===== config.mk =====
export PLATFORM = sky130hd
export DESIGN_NAME = load_store_unit_flat
export DESIGN_NICKNAME = d
export VERILOG_FILES = /design/src/rtl/lsu_defs.sv /design/src/rtl/load_store_unit_if.sv /design/src/rtl/lsu_lane_merge.sv /design/src/rtl/load_store_unit.sv /design/src/flat_wrapper.sv
export SDC_FILE = /design/constraint.sdc
export NUM_CORES = 1
export LEC_CHECK = 0
export BUFFER_PORTS_ARGS = -buffer_cell sky130_fd_sc_hd__buf_4
export CAP_MARGIN = 20
export CORE_MARGIN = 3
export CORE_UTILIZATION = 45
export CTS_CLUSTER_DIAMETER = 120
export CTS_CLUSTER_SIZE = 30
export DETAILED_ROUTE_END_ITERATION = 16
export GPL_TIMING_DRIVEN = 0
export PLACE_DENSITY = 0.77
export SLEW_MARGIN = 25
export SYNTH_ARGS = -nofsm -noshare
export SYNTH_HDL_FRONTEND = slang
export SYNTH_SLANG_ARGS = --single-unit

===== constraint.sdc =====
create_clock -name clk -period 3.5 [get_ports clk]
set_clock_uncertainty 0.05 [all_clocks]
set_input_delay 0 -clock clk [delete_from_list [all_inputs] [get_ports clk]]
set_output_delay 0 -clock clk [all_outputs]
set_load 0.02 [all_outputs]

===== src/rtl/lsu_defs.sv =====
// Shared definitions for the load/store unit: FSM state encodings, access-size
// codes and the alignment rule used when an access is accepted.
package lsu_defs;

    typedef enum logic [1:0] {
        ST_IDLE  = 2'd0,
        ST_READ  = 2'd1,
        ST_WRITE = 2'd2,
        ST_DONE  = 2'd3
    } lsu_state_t;

    localparam logic [1:0] SIZE_BYTE = 2'b00;
    localparam logic [1:0] SIZE_HALF = 2'b01;
    localparam logic [1:0] SIZE_WORD = 2'b10;

    // The reserved size code is reported the same way as a misaligned access.
    function automatic logic is_misaligned(input logic [1:0] size, input logic [1:0] off);
        case (size)
            SIZE_BYTE: return 1'b0;
            SIZE_HALF: return off[0];
            SIZE_WORD: return (off != 2'b00);
            default:   return 1'b1;
        endcase
    endfunction

endpackage


===== src/rtl/load_store_unit_if.sv =====
// CPU-side request/response bundle of the load/store unit.
interface load_store_unit_if #(
    parameter int ADDR_W = 32
);
    logic              req;
    logic              we;
    logic [1:0]        size;
    logic              sgn;
    logic [ADDR_W-1:0] addr;
    logic [31:0]       wdata;
    logic              ready;
    logic              done;
    logic              err;
    logic [31:0]       rdata;

    modport master (
        output req, we, size, sgn, addr, wdata,
        input  ready, done, err, rdata
    );

    modport slave (
        input  req, we, size, sgn, addr, wdata,
        output ready, done, err, rdata
    );
endinterface


===== src/rtl/lsu_lane_merge.sv =====
// Little-endian byte-lane logic: inserts store data into a memory word and
// extracts/extends load data from it. Purely combinational.
module lsu_lane_merge
    import lsu_defs::*;
(
    input  logic [1:0]  size,
    input  logic [1:0]  off,
    input  logic        sgn,
    input  logic [31:0] old_word,
    input  logic [31:0] wdata,
    output logic [31:0] merged,
    output logic [31:0] extracted
);
    logic [31:0] wrep;
    logic [3:0]  lane_en;
    logic [15:0] shifted;

    // Store data is replicated across lanes so each lane only needs an enable.
    always_comb begin
        wrep    = wdata;
        lane_en = 4'b1111;
        case (size)
            SIZE_BYTE: begin
                wrep    = {4{wdata[7:0]}};
                lane_en = 4'b0001 << off;
            end
            SIZE_HALF: begin
                wrep    = {2{wdata[15:0]}};
                lane_en = off[1] ? 4'b1100 : 4'b0011;
            end
            default: ;
        endcase
    end

    genvar gi;
    generate
        for (gi = 0; gi < 4; gi++) begin : g_lane
            assign merged[8*gi +: 8] = lane_en[gi] ? wrep[8*gi +: 8] : old_word[8*gi +: 8];
        end
    endgenerate

    assign shifted = 16'(old_word >> {off, 3'b000});

    always_comb begin
        extracted = old_word;
        case (size)
            SIZE_BYTE: extracted = {{24{sgn & shifted[7]}}, shifted[7:0]};
            SIZE_HALF: extracted = {{16{sgn & shifted[15]}}, shifted[15:0]};
            default: ;
        endcase
    end
endmodule


===== src/rtl/load_store_unit.sv =====
// Multi-cycle load/store unit: one access at a time against a word-wide memory,
// with read-modify-write for sub-word stores and misalignment reporting.
module load_store_unit
    import lsu_defs::*;
#(
    parameter int ADDR_W = 32
) (
    input  logic              clk,
    input  logic              rst_n,
    load_store_unit_if.slave  cpu,
    output logic              MR,
    output logic              MW,
    output logic [ADDR_W-1:0] A,
    output logic [31:0]       WD,
    input  logic [31:0]       RD
);
    lsu_state_t        state_reg, state_next;
    logic              we_reg, sgn_reg, done_reg, err_reg;
    logic [1:0]        size_reg, off_reg;
    logic [31:0]       wdata_reg, wd_reg, rdata_reg;
    logic [ADDR_W-1:0] a_reg;
    logic              accept, misaligned;
    logic [31:0]       merged, extracted;

    assign accept     = (state_reg == ST_IDLE) && cpu.req;
    assign misaligned = is_misaligned(cpu.size, cpu.addr[1:0]);

    always_comb begin
        state_next = state_reg;
        cpu.ready  = 1'b0;
        MR         = 1'b0;
        MW         = 1'b0;
        case (state_reg)
            ST_IDLE: begin
                cpu.ready = 1'b1;
                if (cpu.req) begin
                    if (misaligned)
                        state_next = ST_DONE;
                    else if (cpu.we && cpu.size == SIZE_WORD)
                        state_next = ST_WRITE;
                    else
                        state_next = ST_READ;
                end
            end
            ST_READ: begin
                MR         = 1'b1;
                state_next = we_reg ? ST_WRITE : ST_DONE;
            end
            ST_WRITE: begin
                // Gated by reset so a reset landing mid-write leaves memory untouched.
                MW         = rst_n;
                state_next = ST_DONE;
            end
            default: state_next = ST_IDLE;
        endcase
    end

    always_ff @(posedge clk) begin
        if (!rst_n) begin
            state_reg <= ST_IDLE;
            done_reg  <= 1'b0;
            err_reg   <= 1'b0;
            rdata_reg <= '0;
            a_reg     <= '0;
            wd_reg    <= '0;
            we_reg    <= 1'b0;
            sgn_reg   <= 1'b0;
            size_reg  <= '0;
            off_reg   <= '0;
            wdata_reg <= '0;
        end else begin
            state_reg <= state_next;
            done_reg  <= (state_next == ST_DONE);
            if (accept) begin
                we_reg    <= cpu.we;
                sgn_reg   <= cpu.sgn;
                size_reg  <= cpu.size;
                off_reg   <= cpu.addr[1:0];
                wdata_reg <= cpu.wdata;
                a_reg     <= {2'b00, cpu.addr[ADDR_W-1:2]};
                err_reg   <= misaligned;
                if (!misaligned && cpu.we && cpu.size == SIZE_WORD)
                    wd_reg <= cpu.wdata;
            end
            // RD is only valid during READ: capture it as a load result or merged store word.
            if (state_reg == ST_READ) begin
                if (we_reg)
                    wd_reg <= merged;
                else
                    rdata_reg <= extracted;
            end
            if (state_reg == ST_DONE)
                err_reg <= 1'b0;
        end
    end

    lsu_lane_merge u_lane_merge (
        .size      (size_reg),
        .off       (off_reg),
        .sgn       (sgn_reg),
        .old_word  (RD),
        .wdata     (wdata_reg),
        .merged    (merged),
        .extracted (extracted)
    );

    assign A         = a_reg;
    assign WD        = wd_reg;
    assign cpu.done  = done_reg;
    assign cpu.err   = err_reg;
    assign cpu.rdata = rdata_reg;
endmodule


===== src/flat_wrapper.sv =====
// flat-port wrapper written by rule: the top's interface ports become plain ports
module load_store_unit_flat import lsu_defs::*;
#(
    parameter int ADDR_W = 32
)
  (clk, rst_n, MR, MW, A, WD, RD, cpu_req, cpu_we, cpu_size, cpu_sgn, cpu_addr, cpu_wdata, cpu_ready, cpu_done, cpu_err, cpu_rdata);
  load_store_unit_if #(.ADDR_W(ADDR_W)) cpu_i ();
  input  logic clk;
  input  logic rst_n;
  output logic MR;
  output logic MW;
  output logic [ADDR_W-1:0] A;
  output logic [31:0] WD;
  input  logic [31:0] RD;
  input wire logic [$bits(cpu_i.req)-1:0] cpu_req;
  input wire logic [$bits(cpu_i.we)-1:0] cpu_we;
  input wire logic [$bits(cpu_i.size)-1:0] cpu_size;
  input wire logic [$bits(cpu_i.sgn)-1:0] cpu_sgn;
  input wire logic [$bits(cpu_i.addr)-1:0] cpu_addr;
  input wire logic [$bits(cpu_i.wdata)-1:0] cpu_wdata;
  output wire logic [$bits(cpu_i.ready)-1:0] cpu_ready;
  output wire logic [$bits(cpu_i.done)-1:0] cpu_done;
  output wire logic [$bits(cpu_i.err)-1:0] cpu_err;
  output wire logic [$bits(cpu_i.rdata)-1:0] cpu_rdata;
  assign cpu_i.req = cpu_req;
  assign cpu_i.we = cpu_we;
  assign cpu_i.size = cpu_size;
  assign cpu_i.sgn = cpu_sgn;
  assign cpu_i.addr = cpu_addr;
  assign cpu_i.wdata = cpu_wdata;
  assign cpu_ready = cpu_i.ready;
  assign cpu_done = cpu_i.done;
  assign cpu_err = cpu_i.err;
  assign cpu_rdata = cpu_i.rdata;
  load_store_unit #(.ADDR_W(ADDR_W)) u_core (.clk(clk), .rst_n(rst_n), .cpu(cpu_i), .MR(MR), .MW(MW), .A(A), .WD(WD), .RD(RD));
endmodule

After elaboration in Yosys (flattened, before gate mapping)
Index checks and enable logic that the tools add are counted.
- bits in registers: 136
- output and inout bits: 101
- logic and storage cells: 56
- eq/ne operators: 7
- shift operators: 2
- mux-type cells: 21
- bitwise operators: 4
- reduce and logical (&&, ||, !) cells: 11
- operators with widths (kind ; count):
    two-way mux 32 bit ; 4
    case mux 32 bit (2 select lines) ; 2
    two-way mux 8 bit ; 4
    >> shifter 32 x 5 -> 16 bit ; 1
    equality test 2 bit, second input constant ; 4
    case mux 4 bit (2 select lines) ; 1
    equality test 2 x 1 -> 1 bit, second input constant ; 3
    zero test 2 bit ; 3
    two-way mux 2 bit ; 3
    case mux 2 bit (3 select lines) ; 1
    logical AND 1 bit ; 4
    two-way mux 1 bit ; 4
    two-way mux 4 bit ; 1
    left shift 1 x 2 -> 4 bit, first input constant ; 1
    case mux 1 bit (3 select lines) ; 1
    AND 1 bit ; 2
    NOT 1 bit ; 2
    AND reduction 2 bit ; 1
    nonzero test 2 bit ; 1
    OR reduction 2 bit ; 1
    zero test 1 bit ; 1

Depth between registers and ports, before layout
- word-level depth: 9
- mapped depth: 10
- mapped depth without buffers: 6

Cells and area by module
From an unflattened synthesis, not the netlist that was laid out.
- cells, all modules: 906
- area, all modules: 6967.9 um^2
- modules (own cells, without submodules) (module ; instances ; cells an instance ; area an instance (um^2) ; sequential area each (um^2)):
    load_store_unit ; 1 ; 656 ; 5441.5 ; 2722.6
    lsu_lane_merge ; 1 ; 250 ; 1526.5 ; 0.0

Worst setup path before layout
No wires, ideal clock.
- path kind: reg2reg
- from: register u_core.state_reg[0]
- to: register u_core.wd_reg[18], in the netlist u_core.WD[18]
- library setup time: 116 ps
- data arrival time: 2011 ps
- data required time: 3334 ps
- slack: 1323 ps
- stages on the path, launching flop included: 10
- buffers on the path: 3
- path through: dfxtp_1 -> inv_1 -> ha_1 -> and2_1 -> buf_2 -> and4_1 -> buf_4 -> buf_6 -> mux2_4 -> o211a_1
- word-level cells in the longest chain between the ends: 5
- elaborated cells between the ends (all ways): 6
- those cells by class: 1 x eq/ne; 3 x mux; 2 x reduce/logical
- ends and longest elaborated chain (element ; RTL line ; RTL):
    start, declared ; load_store_unit.sv:17 ; lsu_state_t state_reg, state_next;
    start signal, assigned ; load_store_unit.sv:72 ; state_reg <= state_next;
    zero test 2 bit ; load_store_unit.sv:25 ; assign accept = (state_reg == ST_IDLE) && cpu.req;
    logical AND 1 bit ; load_store_unit.sv:25 ;
    two-way mux 32 bit ; load_store_unit.sv:74 ; if (accept) begin
    two-way mux 32 bit ; load_store_unit.sv:87 ; if (we_reg)
    two-way mux 32 bit (*) ; load_store_unit.sv:86 ; if (state_reg == ST_READ) begin
    end signal, assigned ; load_store_unit.sv:83 ; wd_reg <= cpu.wdata;
    end signal, assigned ; load_store_unit.sv:88 ; wd_reg <= merged;
    end, declared ; load_store_unit.sv:20 ; logic [31:0] wdata_reg, wd_reg, rdata_reg;
Mark *: on every way between the ends. The rest lies on a longest branch, timed or not.
A chain may end at the register's enable or synchronous reset.

Worst setup path in the final report
- from: register u_core.state_reg[0]
- to: register u_core.wd_reg[10], in the netlist u_core.WD[10]
The elaborated chain is that of the path after synthesis.

==> out/results.txt <==
Sequential cell area fraction in the yosys report -> 42.27%
Port Buf Inserts -> 201
DRT iter0 DRCs -> 622
YS warnings -> 0
VDD IR-drop max -> 0.4899 mV
Crit path kind -> reg2reg
DRT Wirelength -> 23800 um
Distinct cell type count after synthesis -> 47
Post-CTS setup buffers -> 0
Cells after Synth -> 727
DR DRC count -> 0
Critical path fanouts, max -> 10
Inst Count DP -> 1109
Hold WC Path Type -> in2reg
P_sw -> 2.215 mW
Final hold violation count -> 0
Final setup fails -> 0
CTS tree -> built
CTS buffer count -> 17
Vias in the first global route -> 6941
Hpwl dp -> 16090 um
Setup crit start kind -> register
Clock Latency Late Sink -> 430 ps
Vias per cell -> 5.523
Starting density of the core -> 46.22%
Vias -> 6865
I/O pins -> 204
Share of layout cells above drive strength 1 -> 26.15%
GP Congestion -> 0.9359
# diodes -> 0
Tmin final -> 2865 ps
RSZ-0062 raised after global routing -> false
Arrival time worst endpoint -> 3130 ps
Worst setup EP type -> register
Actual slew at the worst max-slew pin -> 753.0 ps
Highest-count cells in the layout ignoring fill and taps -> buf_4 (204), nand2_1 (158), dfxtp_1 (136)
Root buf cell -> clkbuf_16
Synth area leaders -> dfxtp_1 (42%), nand2_1 (9.2%), mux2i_1 (9.0%)
Slew headroom -> 49.42%
#FFs+latches synth -> 136
Max-slew violations -> 0
Filler cells -> 1072
Final Cycle Share -> 81.87%
Yosys top cell area share -> 42.27%
Static leakage -> 4.231 nW
Die Y -> 125.6 um
Internal -> 4.046 mW
FF+latch area -> 0.002723 mm^2
GRT Util Overall -> 29.65%
Flop pwr share -> 32.9%
Largest net degree at the start of global routing -> 17
Area occupied by multi-input gates -> 0.003416 mm^2
Max cap viols -> 0
First-pass GRT wire length -> 37180 um
Pwr dens -> 636.1 mW/mm^2
Sw frac -> 35.38%
Clock Sinks -> 136
First-pass DRT Iterations -> 5
Commonest register cell after synthesis -> dfxtp_1
H-tree depth -> 4
Synth async-reset ratio -> 0%
Clock share of power -> 31.5%
Layout Utilization -> 70.64%
Area Growth Syn to Fin -> 52.82%
Initial antenna violation count -> 0
FP Rows -> 43
CTS resizes -> 0
Run status -> complete, no violations
Post-Synthesis Cell Area -> 0.006441 mm^2
CTS Hold Bufs -> 102
Commonest non-fill, non-tap cell in the layout -> buf_4
Final Net Count -> 1158
Avg Synthesized Cell Area -> 8.860 um^2
Non-Filler Instances -> 1243
CP required -> 3770 ps
Fmax -> 349.0 MHz
Die width -> 125.6 um
Worst-path clk slew -> 60 ps
Logic pwr share -> 35.6%
GRT overflow -> 0
Dominant cell type by area after synthesis -> dfxtp_1
Final ANT Viol Nets -> 0
Total die area -> 0.01579 mm^2
Avg WL per Cell -> 19.15 um
Total core area -> 0.01393 mm^2
Number of synthesized flops with an enable pin -> 0
Setup TNS -> 0 ps
Clock Path Buffers -> 2
power groups by stage:
stage	clock (mW)	combinational, mW	sequential [mW]
CTS	1.97	2.20	2.05
floorplan	0	1.03	2.30
finish	1.97	2.23	2.06
global route	2.04	2.41	2.09
detailed placement	0	2.09	2.07
global placement	0	2.07	2.07
cell type report:
class / count / area share, %
timing repair buffer: 303 / 25.70
buffer: 60 / 2.885
clock buffer: 18 / 4.462
inverter: 6 / 0.2288
tap: 180 / 2.288
clock inverter: 14 / 2.072
sequential: 136 / 27.66
multi-input combinational: 526 / 34.70
layer usage:
metal / vias up / part of all wire [%] / GRT usage (%)
li1: 3222 / - / -
met1: 3184 / 40 / 36.44
met2: 378 / 47 / 49.56
met3: 81 / 9.1 / 7.761
met4: 0 / 3.9 / 12.05
met5: - / 0 / 0
synth_stat cells (all sizes together) (9+ instances only):
cell type	number
nand2	158
dfxtp	136
a21boi	68
mux2i	58
clkbuf	44
a21oi	38
o21ai	34
o22ai	24
mux2	23
nor2b	20
buf	16
o211a	15
nor3	14
nor2	10
a211oi	9
cell families after synthesis:
kind of cell,after synthesis,synth area share [%]
DFF,136,42.27
muxes,82,13.62
adders and majority gates,5,0.9713
AOI/OAI and AO/OA,219,23.76
buffers and inverters,66,4.759
other,1,0.05822
and+or+nand+nor,218,14.57
per-stage QoR:
| stage | hold WS [ps] | setup WS (ps) | cell area [um^2] | total power, mW |
|---|---|---|---|---|
| final | 67.77 | 634.6 | 9843 | 6.262 |
| after detailed placement | 220.1 | 1219 | 8179 | 4.169 |
| after floorplan | 92.98 | 1323 | 6445 | 3.329 |
| after global placement | 212.1 | 1243 | 8179 | 4.140 |
| after global routing | 73.38 | 520.9 | 9843 | 6.541 |
| after CTS | 37.15 | 726.4 | 9843 | 6.217 |
final timing paths:
check,start,endpoint,slack [ps],cells after the start
hold reg to reg,u_core.A[25],u_core.A[25],410,2
setup / recovery,u_core.state_reg[0],u_core.WD[10],630,11
setup reg to reg,u_core.state_reg[0],u_core.WD[10],630,11
hold / removal,rst_n,u_core.WD[24],70,3
critical path, stage by stage (launching register included):
cell and delay [ps]:
dfxtp_1 360, inv_1 100, ha_1 230, and2_1 140, buf_2 180, and4_1 200, buf_4 140, buf_6 220
buf_8 200, mux2i_1 240, o22ai_1 110, dlygate4sd3_1 580
(Power assumes the default switching activity.)
